**src/rtl/layer0_pkg.sv**
```systemverilog
// ---------------------------------------------------------------------------
// layer0_pkg
// Shared definitions for the layer0 input framer: default frame geometry,
// the default quantization thresholds and the framer FSM state type.
// No ports (package).
// ---------------------------------------------------------------------------
package layer0_pkg;

    localparam int N_FEAT_DEF = 16;   // features per frame
    localparam int IN_W_DEF   = 16;   // signed raw sample width
    localparam int Q_W_DEF    = 2;    // code width per feature

    // Ascending signed thresholds, TH[k] at [k*IN_W +: IN_W]:
    // TH[0] = -2048 (lowest bits), TH[1] = 0, TH[2] = +2048.
    localparam logic [(2**Q_W_DEF-1)*IN_W_DEF-1:0] TH_DEF =
        {16'sh0800, 16'sh0000, 16'shF800};

    typedef enum logic {
        ST_COLLECT = 1'b0,   // accepting samples into the assembly slots
        ST_HOLD    = 1'b1    // complete frame parked, waiting for output room
    } state_e;

endpackage

```
**src/rtl/layer0_input_framer_if.sv**
```systemverilog
// ---------------------------------------------------------------------------
// layer0_input_framer_if
// Bundles the raw-sample input stream and the quantized-frame output stream
// of the framer.
//   s_valid/s_ready/s_data/s_last : sample stream into the framer
//   m_valid/m_ready/m_data        : frame stream toward layer0 neurons
//   err                           : sticky frame-length error flag
// Modports: slave  - the framer itself
//           master - the environment (sample source + frame sink)
// ---------------------------------------------------------------------------
interface layer0_input_framer_if
    import layer0_pkg::*;
#(
    parameter int N_FEAT = N_FEAT_DEF,
    parameter int IN_W   = IN_W_DEF,
    parameter int Q_W    = Q_W_DEF
);
    logic                     s_valid;
    logic                     s_ready;
    logic [IN_W-1:0]          s_data;
    logic                     s_last;
    logic                     m_valid;
    logic                     m_ready;
    logic [N_FEAT*Q_W-1:0]    m_data;
    logic                     err;

    modport slave (
        input  s_valid, s_data, s_last, m_ready,
        output s_ready, m_valid, m_data, err
    );

    modport master (
        output s_valid, s_data, s_last, m_ready,
        input  s_ready, m_valid, m_data, err
    );
endinterface

```
**src/rtl/layer0_quantizer.sv**
```systemverilog
// ---------------------------------------------------------------------------
// layer0_quantizer
// Combinational threshold quantizer: code = number of thresholds that the
// signed input is greater than or equal to.
//   data_i [IN_W] : signed raw sample
//   code_o [Q_W]  : quantized code, 0 .. 2**Q_W-1
// ---------------------------------------------------------------------------
module layer0_quantizer
    import layer0_pkg::*;
#(
    parameter int IN_W = IN_W_DEF,
    parameter int Q_W  = Q_W_DEF,
    parameter logic [(2**Q_W-1)*IN_W-1:0] TH = TH_DEF
) (
    input  logic [IN_W-1:0] data_i,
    output logic [Q_W-1:0]  code_o
);
    localparam int N_TH = 2**Q_W - 1;

    logic [N_TH-1:0] ge;

    genvar gi;
    generate
        for (gi = 0; gi < N_TH; gi++) begin : g_cmp
            logic signed [IN_W-1:0] th_k;
            assign th_k     = TH[gi*IN_W +: IN_W];
            assign ge[gi]   = $signed(data_i) >= th_k;
        end
    endgenerate

    // Population count of the compare bits; cannot exceed N_TH so it fits Q_W.
    always_comb begin
        code_o = '0;
        for (int k = 0; k < N_TH; k++) begin
            code_o = code_o + Q_W'(ge[k]);
        end
    end
endmodule

```
**src/rtl/layer0_input_framer.sv**
```systemverilog
// ---------------------------------------------------------------------------
// layer0_input_framer
// Collects N_FEAT raw samples, quantizes each on the fly and presents the
// packed frame (feature i at [i*Q_W +: Q_W]) to the layer0 register stage.
//   clk   : clock, rising edge
//   rst_n : asynchronous active-low reset
//   bus   : layer0_input_framer_if.slave (sample in, frame out, err)
// A completed frame goes straight to the output register when it is empty
// or draining; otherwise it is parked in the assembly slots (HOLD) and the
// input is stalled until the output register frees up.
// ---------------------------------------------------------------------------
module layer0_input_framer
    import layer0_pkg::*;
#(
    parameter int N_FEAT = N_FEAT_DEF,
    parameter int IN_W   = IN_W_DEF,
    parameter int Q_W    = Q_W_DEF,
    parameter logic [(2**Q_W-1)*IN_W-1:0] TH = TH_DEF
) (
    input  logic                  clk,
    input  logic                  rst_n,
    layer0_input_framer_if.slave  bus
);
    localparam int FW    = N_FEAT * Q_W;
    localparam int IDX_W = (N_FEAT > 1) ? $clog2(N_FEAT) : 1;

    state_e             state_q, state_d;
    logic [IDX_W-1:0]   idx_q, idx_d;
    logic [FW-1:0]      slots_q, slots_d, slots_wr;
    logic [FW-1:0]      out_q, out_d;
    logic               valid_q, valid_d;
    logic               err_q, err_d;

    logic [Q_W-1:0]     code;
    logic               accept, at_end, complete, out_free;

    layer0_quantizer #(
        .IN_W (IN_W),
        .Q_W  (Q_W),
        .TH   (TH)
    ) u_quant (
        .data_i (bus.s_data),
        .code_o (code)
    );

    assign bus.s_ready = (state_q == ST_COLLECT);
    assign accept      = bus.s_valid && bus.s_ready;
    assign at_end      = (idx_q == IDX_W'(N_FEAT - 1));
    assign complete    = accept && (bus.s_last || at_end);
    assign out_free    = !valid_q || bus.m_ready;

    // Assembly slots with the current sample's code merged in at idx.
    genvar gi;
    generate
        for (gi = 0; gi < N_FEAT; gi++) begin : g_slot
            assign slots_wr[gi*Q_W +: Q_W] = (accept && idx_q == IDX_W'(gi))
                                           ? code : slots_q[gi*Q_W +: Q_W];
        end
    endgenerate

    always_comb begin
        state_d = state_q;
        idx_d   = idx_q;
        slots_d = slots_q;
        out_d   = out_q;
        valid_d = valid_q;
        err_d   = err_q;

        // Output drains unless a new frame is loaded below.
        if (valid_q && bus.m_ready) begin
            valid_d = 1'b0;
        end

        case (state_q)
            ST_COLLECT: begin
                if (accept) begin
                    if (complete) begin
                        idx_d = '0;
                        // Early s_last, or no s_last on the final slot.
                        if (bus.s_last != at_end) begin
                            err_d = 1'b1;
                        end
                        if (out_free) begin
                            out_d   = slots_wr;
                            valid_d = 1'b1;
                            slots_d = '0;
                        end else begin
                            slots_d = slots_wr;
                            state_d = ST_HOLD;
                        end
                    end else begin
                        idx_d   = idx_q + IDX_W'(1);
                        slots_d = slots_wr;
                    end
                end
            end
            ST_HOLD: begin
                // valid_q is 1 here, so m_ready means the output is draining.
                if (bus.m_ready) begin
                    out_d   = slots_q;
                    valid_d = 1'b1;
                    slots_d = '0;
                    state_d = ST_COLLECT;
                end
            end
            default: state_d = ST_COLLECT;
        endcase
    end

    always_ff @(posedge clk or negedge rst_n) begin
        if (!rst_n) begin
            state_q <= ST_COLLECT;
            idx_q   <= '0;
            slots_q <= '0;
            out_q   <= '0;
            valid_q <= 1'b0;
            err_q   <= 1'b0;
        end else begin
            state_q <= state_d;
            idx_q   <= idx_d;
            slots_q <= slots_d;
            out_q   <= out_d;
            valid_q <= valid_d;
            err_q   <= err_d;
        end
    end

    assign bus.m_data  = out_q;
    assign bus.m_valid = valid_q;
    assign bus.err     = err_q;
endmodule

```
**src/flat_wrapper.sv**
```systemverilog
// flat-port wrapper written by rule: the top's interface ports become plain ports
module layer0_input_framer_flat import layer0_pkg::*;
#(
    parameter int N_FEAT = N_FEAT_DEF,
    parameter int IN_W   = IN_W_DEF,
    parameter int Q_W    = Q_W_DEF,
    parameter logic [(2**Q_W-1)*IN_W-1:0] TH = TH_DEF
)
  (clk, rst_n, bus_s_valid, bus_s_data, bus_s_last, bus_m_ready, bus_s_ready, bus_m_valid, bus_m_data, bus_err);
  layer0_input_framer_if #(.N_FEAT(N_FEAT), .IN_W(IN_W), .Q_W(Q_W)) bus_i ();
  input  logic clk;
  input  logic rst_n;
  input wire logic [$bits(bus_i.s_valid)-1:0] bus_s_valid;
  input wire logic [$bits(bus_i.s_data)-1:0] bus_s_data;
  input wire logic [$bits(bus_i.s_last)-1:0] bus_s_last;
  input wire logic [$bits(bus_i.m_ready)-1:0] bus_m_ready;
  output wire logic [$bits(bus_i.s_ready)-1:0] bus_s_ready;
  output wire logic [$bits(bus_i.m_valid)-1:0] bus_m_valid;
  output wire logic [$bits(bus_i.m_data)-1:0] bus_m_data;
  output wire logic [$bits(bus_i.err)-1:0] bus_err;
  assign bus_i.s_valid = bus_s_valid;
  assign bus_i.s_data = bus_s_data;
  assign bus_i.s_last = bus_s_last;
  assign bus_i.m_ready = bus_m_ready;
  assign bus_s_ready = bus_i.s_ready;
  assign bus_m_valid = bus_i.m_valid;
  assign bus_m_data = bus_i.m_data;
  assign bus_err = bus_i.err;
  layer0_input_framer #(.N_FEAT(N_FEAT), .IN_W(IN_W), .Q_W(Q_W), .TH(TH)) u_core (.clk(clk), .rst_n(rst_n), .bus(bus_i));
endmodule
```
**config.mk**
```make
export PLATFORM = sky130hd
export DESIGN_NAME = layer0_input_framer_flat
export DESIGN_NICKNAME = d
export VERILOG_FILES = /design/src/rtl/layer0_pkg.sv /design/src/rtl/layer0_input_framer_if.sv /design/src/rtl/layer0_quantizer.sv /design/src/rtl/layer0_input_framer.sv /design/src/flat_wrapper.sv
export SDC_FILE = /design/constraint.sdc
export NUM_CORES = 1
export LEC_CHECK = 0
export BUFFER_PORTS_ARGS = -buffer_cell sky130_fd_sc_hd__buf_2
export CORE_UTILIZATION = 45
export CTS_BUF_LIST = sky130_fd_sc_hd__clkbuf_4
export CTS_CLUSTER_DIAMETER = 100
export DETAILED_ROUTE_END_ITERATION = 7
export GPL_TIMING_DRIVEN = 0
export PLACE_DENSITY_LB_ADDON = 0.2
export SETUP_SLACK_MARGIN = 0.2
export SLEW_MARGIN = 20
export SYNTH_ARGS = -nofsm -noshare
export SYNTH_HDL_FRONTEND = slang
export SYNTH_SLANG_ARGS = --single-unit
export TNS_END_PERCENT = 30
```
**constraint.sdc**
```tcl
create_clock -name clk -period 2.3 [get_ports clk]
set_clock_uncertainty 0.05 [all_clocks]
set_input_delay 0.345 -clock clk [delete_from_list [all_inputs] [get_ports clk]]
set_output_delay 0.345 -clock clk [all_outputs]
set_load 0.01 [all_outputs]
```
Yosys cells after proc, flatten, opt, wreduce, memory -nomap -nowiden

Index checks and enable logic that the tools add are counted.

Bits in registers: 71
Input bits: 21
Output and inout bits: 35
Word-level logic and storage cells: 98

$add $sub $neg: 3
$lt $le $gt $ge: 3
Eq/ne operators: 20
Muxes and demuxes: 38
Bitwise logic cells: 1
Reductions and logical operators: 27

Operators by type and width:

| cell                 | number |
|---|---|
| $mux 32              | 8 |
| $pmux 32 s2          | 2 |
| $eq 4x4->1 const B   | 8 |
| $mux 2               | 16 |
| $logic_and 1x1->1    | 19 |
| $eq 4x3->1 const B   | 4 |
| $ge 16x1->1 const B  | 1 |
| $ge 16x12->1 const B | 1 |
| $ge 16x13->1 const B | 1 |
| $mux 1               | 9 |
| $eq 4x2->1 const B   | 2 |
| $ne 2x2->1 const B   | 4 |
| $reduce_and 4->1     | 2 |
| $add 4x1->4 const B  | 1 |
| $eq 4x1->1 const B   | 1 |
| $logic_not 4->1      | 1 |
| $mux 4               | 1 |
| $pmux 1 s2           | 2 |
| $reduce_and 2->1     | 2 |
| $add 1x1->2          | 1 |
| $add 2x1->2          | 1 |
| $logic_or 1x1->1     | 2 |
| $logic_not 1->1      | 1 |
| $ne 1x1->1           | 1 |
| $not 1->1            | 1 |

Logic depth before layout (Yosys ltp)

Depth after elaboration: 8
Mapped depth: 8
Gate-level depth less buffers: 7

Cells and area by module

A second synthesis with hierarchy kept.

Cell total of the unflattened synthesis: 337
Area total of the unflattened synthesis: 3,400.8 um2

Modules (own cells, without submodules):

| module              | instances | cells each | area each (um2) | sequential area each (um2) |
|---|---|---|---|---|
| layer0_input_framer | 1         | 331        | 3,357.0         | 1,776.7 |
| layer0_quantizer    | 1         | 6          | 43.8            | 0.0 |

Worst setup path before layout

Ideal clock, no wire load.

Path kind: input-to-reg
Start: in bus_s_data[14]
End: reg u_core.out_q[10], in the netlist u_core.bus.m_data[10]
Library setup time: 0.077 ns
Data arrival time: 1.927 ns
Data required time: 2.173 ns
Slack: 0.246 ns
Cell stages on the path: 5
Buffers on the path: 0
Cells stage by stage: o41ai_1 fa_1 nor3_1 a21oi_1 a21oi_1

Cells in the longest elaborated chain, start to end: 8
Elaborated cells between the ends (all ways): 10
Classes of those cells: add/sub: 2; order compare: 3; mux: 5

RTL lines:

| what                                               | line                       | source |
|---|---|---|
| start: declaration                                 | flat_wrapper.sv:14         | `input wire logic [$bits(bus_i.s_data)-1:0] bus_s_data;` |
| $ge 16x12->1 / $ge 16x1->1 (equally long branches) | layer0_quantizer.sv:27     | `assign ge[gi] = $signed(data_i) >= th_k;` |
| $add 1x1->2                                        | layer0_quantizer.sv:35     | `code_o = code_o + Q_W'(ge[k]);` |
| $add 2x1->2 *                                      | layer0_quantizer.sv:35     |  |
| $mux 2 *                                           | layer0_input_framer.sv:57  | `? code : slots_q[gi*Q_W +: Q_W];` |
| $mux 32 *                                          | layer0_input_framer.sv:83  | `if (out_free) begin` |
| $mux 32 *                                          | layer0_input_framer.sv:77  | `if (complete) begin` |
| $mux 32 *                                          | layer0_input_framer.sv:76  | `if (accept) begin` |
| $pmux 32 s2 *                                      | layer0_input_framer.sv:74  | `case (state_q)` |
| end signal: assignment                             | layer0_input_framer.sv:122 | `out_q <= out_d;` |
| end: declaration                                   | layer0_input_framer.sv:30  | `logic [FW-1:0] out_q, out_d;` |

Every way passes the cells marked *; elsewhere a longest branch is shown, timed or not. The select of a mux whose other input is x is not followed.
A chain may end at the register's enable or synchronous reset.

Worst setup path in the final report

Start: reg u_core.idx_q[0]
End: reg u_core.slots_q[5]

Cells in the longest elaborated chain, start to end: 7
Elaborated cells between the ends (all ways): 10
Classes of those cells: eq/ne: 2; mux: 5; reduce/logical: 3

RTL lines:

| what                     | line                       | source |
|---|---|---|
| start: declaration       | layer0_input_framer.sv:28  | `logic [IDX_W-1:0] idx_q, idx_d;` |
| start signal: assignment | layer0_input_framer.sv:120 | `idx_q <= idx_d;` |
| $eq 4x2->1               | layer0_input_framer.sv:56  | `assign slots_wr[gi*Q_W +: Q_W] = (accept && idx_q == IDX_W'(gi))` |
| $logic_and 1x1->1        | layer0_input_framer.sv:56  |  |
| $mux 2                   | layer0_input_framer.sv:57  |  |
| $mux 32                  | layer0_input_framer.sv:83  |  |
| $mux 32 *                | layer0_input_framer.sv:77  |  |
| $mux 32 *                | layer0_input_framer.sv:76  |  |
| $pmux 32 s2 *            | layer0_input_framer.sv:74  |  |
| end signal: assignment   | layer0_input_framer.sv:121 | `slots_q <= slots_d;` |
| end: declaration         | layer0_input_framer.sv:29  | `logic [FW-1:0] slots_q, slots_d, slots_wr;` |

Marked as above.

==> flow_metrics.py <==
metrics = {
    "timing": {
        "setup_viol": 0,
        "max-slew-margin-rel": 0.684,
        "worst-slew-pin-transition_ns": 0.469,
        "rsz0062_at_grt": "yes",
        "finalCritPeriodShare": 0.908,
        "slew_viol_final": 0,
        "period_needed_ns": 2.09,
        "finalSetupTns_ns": 0,
        "max_freq_ghz": 0.479,
        "hold_viol": 0,
        "hold_ws_ns": 0.0903,
        "setup_ws_ns": 0.211,
    },
    "cts": {
        "numCtsBuffers": 9,
        "cts_tree": "built",
        "cts_sinks": 71,
        "clk_path_buf_depth": 2,
        "cts.htree.levels": 3,
        "clk_pin_slew_worst_paths_ns": 0.11,
        "cts-root-buf": "clkbuf_4",
        "clkLatencyLatePin_ns": 0.43,
    },
    "floorplanning": {
        "io_pins": 56,
        "placementRows": 31,
        "die_w_um": 89.8,
        "die_y_um": 89.8,
        "initial_core_util": 0.471,
        "core_sq_mm": 0.00737,
        "die_area_sq_mm": 0.00807,
    },
    "routing": {
        "drc_errors": 0,
        "vias": 2937,
        "viasPerCell": 5.84,
        "postRouteAntennaNets": 0,
        "routed_wl_um": 9320,
        "drtPass1Iterations": 4,
        "dr.first_iter.drc_count": 216,
        "wire_per_inst_um": 18.5,
    },
    "placement": {
        "io_buffers": 43,
        "dp_hpwl_um": 6550,
        "place_congestion": 0.884,
        "dpl_worst_slack_ns": -0.166,
    },
    "power_and_ir_drop": {
        "power_mw": 3.13,
        "power-per-cell-area_mw_per_mm2": 745,
        "vdd_drop_max_uv": 507,
        "leakagePower_nw": 1.91,
    },
    "synthesis": {
        "avgSynthCellArea_sq_um": 10.4,
        "synthFlopType": "dfrtp_1",
        "async_flop_share": 1.00,
        "syn_nets": 360,
        "yosys_warnings": 0,
        "synth_cell_types": 40,
        "post_synth_inst_count": 333,
        "synth_area_sq_mm": 0.00347,
        "yosysSeqAreaShare": 0.512,
        "synth-seq-cells": 71,
        "synth_edf_count": 0,
    },
    "final_layout": {
        "final_common_cell": "dfrtp_1",
        "area_growth_pct": 20.9,
        "most-common-layout-cells": "dfrtp_1 (68), buf_2 (45), a22o_1 (32), a21oi_1 (30), o21ai_0 (25)",
        "final_layout_size_suffix_gt1_frac": 0.304,
        "antenna_cells": 0,
        "fin_nets": 427,
    },
    "critical_path": {
        "end_kind": "register",
        "cp.arrival_ns": 2.37,
        "required_ns": 2.58,
        "path_class": "reg2reg",
        "cp-start-kind": "register",
        "crit_fanout": 8,
    },
    "run_status": {
        "status": "finished clean",
    },
    "global_routing": {
        "grt_overflow": 0,
        "track_usage": 0.248,
        "grt_start_max_net_pins": 48,
        "grt_pass1_vias": 2962,
        "grt_pass1_wl_um": 15200,
        "antenna_found_initial": 0,
    },
    "run": {
        "drv_cap": 0,
    },
    "hold_path": {
        "min_path_type": "in2reg",
    },
}
-- routing by layer --
layer / up-vias / global-route usage / routed length, um / share of wire
met5: - / 0 / 0 / 0
met4: 0 / 0.133 / 297 / 0.032
met3: 23 / 0.0423 / 449 / 0.048
met2: 95 / 0.394 / 4590 / 0.49
met1: 1471 / 0.324 / 3990 / 0.43
li1: 1348 / - / - / -
-- worst max-delay path, stage by stage, from the launching register on --
cell and delay, ns:
dfrtp_1 0.43, buf_4 0.15, inv_1 0.09, ha_1 0.27, nand3b_4 0.22, nor3_4 0.29, o21ai_0 0.24, a22o_1 0.25
-- logic make-up after synthesis --
family / Yosys count / synth area share
AOI/OAI and AO/OA: 135 / 0.246
adders and majority gates: 6 / 0.0238
buffers and inverters: 28 / 0.0450
DFF: 71 / 0.512
muxes: 4 / 0.0115
and+or+nand+nor: 89 / 0.162
-- cells in the mapped netlist (all sizes together), types with 2 or more instances --
| library cell | instances | area [sq um] |
|---|---|---|
| a22o | 32 | 280 |
| o311ai | 2 | 17.5 |
| nand2b | 4 | 27.5 |
| and2 | 4 | 25.0 |
| nor2 | 34 | 193 |
| inv | 7 | 26.3 |
| dfrtp | 71 | 1780 |
| nand3 | 8 | 40.0 |
| nor3 | 8 | 71.3 |
| o21ai | 48 | 240 |
| ha | 5 | 62.6 |
| mux2i | 4 | 40.0 |
| buf | 17 | 115 |
| or3b | 2 | 22.5 |
| nand2 | 22 | 82.6 |
| nand3b | 5 | 87.6 |
| o22ai | 16 | 106 |
| clkbuf | 4 | 15.0 |
| a21oi | 30 | 150 |
-- state kept, by name, indices dropped and copies added (netlist names) --
register,flops
u_core.bus.m_data,32
u_core.slots_q,32
u_core.idx_q,4
u_core.bus.err,1
u_core.bus.m_valid,1
u_core.state_q,1
-- stage by stage --
| stage | area, sq um | utilization | cells |
|---|---|---|---|
| global placement | 3810 | 0.517 | 475 |
| global route | 4200 | 0.570 | 503 |
| detailed placement | 3840 | 0.521 | 476 |
| finish | 4200 | 0.570 | 503 |
| CTS | 4080 | 0.554 | 498 |
| floorplan | 3470 | - | 333 |
-- report_power, final --
part           internal [mW]  switching (mW)
Combinational          0.358           0.545
Sequential              1.37          0.0733
Clock                  0.329           0.451
Total                   2.06            1.07
-- repair_timing --
action                                  CTS  global route
endpoints found under the hold margin    24             0
cloned                                    0             1
buffers inserted                          6             4
hold buffers                              1             0
pin swaps                                 2             2
resized for setup                        20            16
endpoints found under the setup margin   63            63
-- path summary, 6_finish.rpt --
path,start,endpoint,slack [ns],depth (start not counted)
worst max-delay path,u_core.idx_q[0],u_core.slots_q[5],0.21,7
worst min-delay path,bus_m_ready,u_core.state_q,0.09,2
worst max register to register,u_core.idx_q[0],u_core.slots_q[5],0.21,7
worst min register to register,u_core.bus.err,u_core.bus.err,0.43,1
max in group asynchronous,rst_n,u_core.idx_q[3],1.34,3
min in group asynchronous,rst_n,u_core.bus.m_data[29],0.29,2
-- layout make-up --
type	count	area, sq um
Buffer	21	175
Timing Repair Buffer	56	354
Clock buffer	10	75.1
Multi-Input combinational cell	234	1610
Tap cell	99	124
Inverter	7	26.3
Clock inverter	5	50.0
Sequential cell	71	1780
Fill cell	666	3170
(Power assumes the default switching activity.)
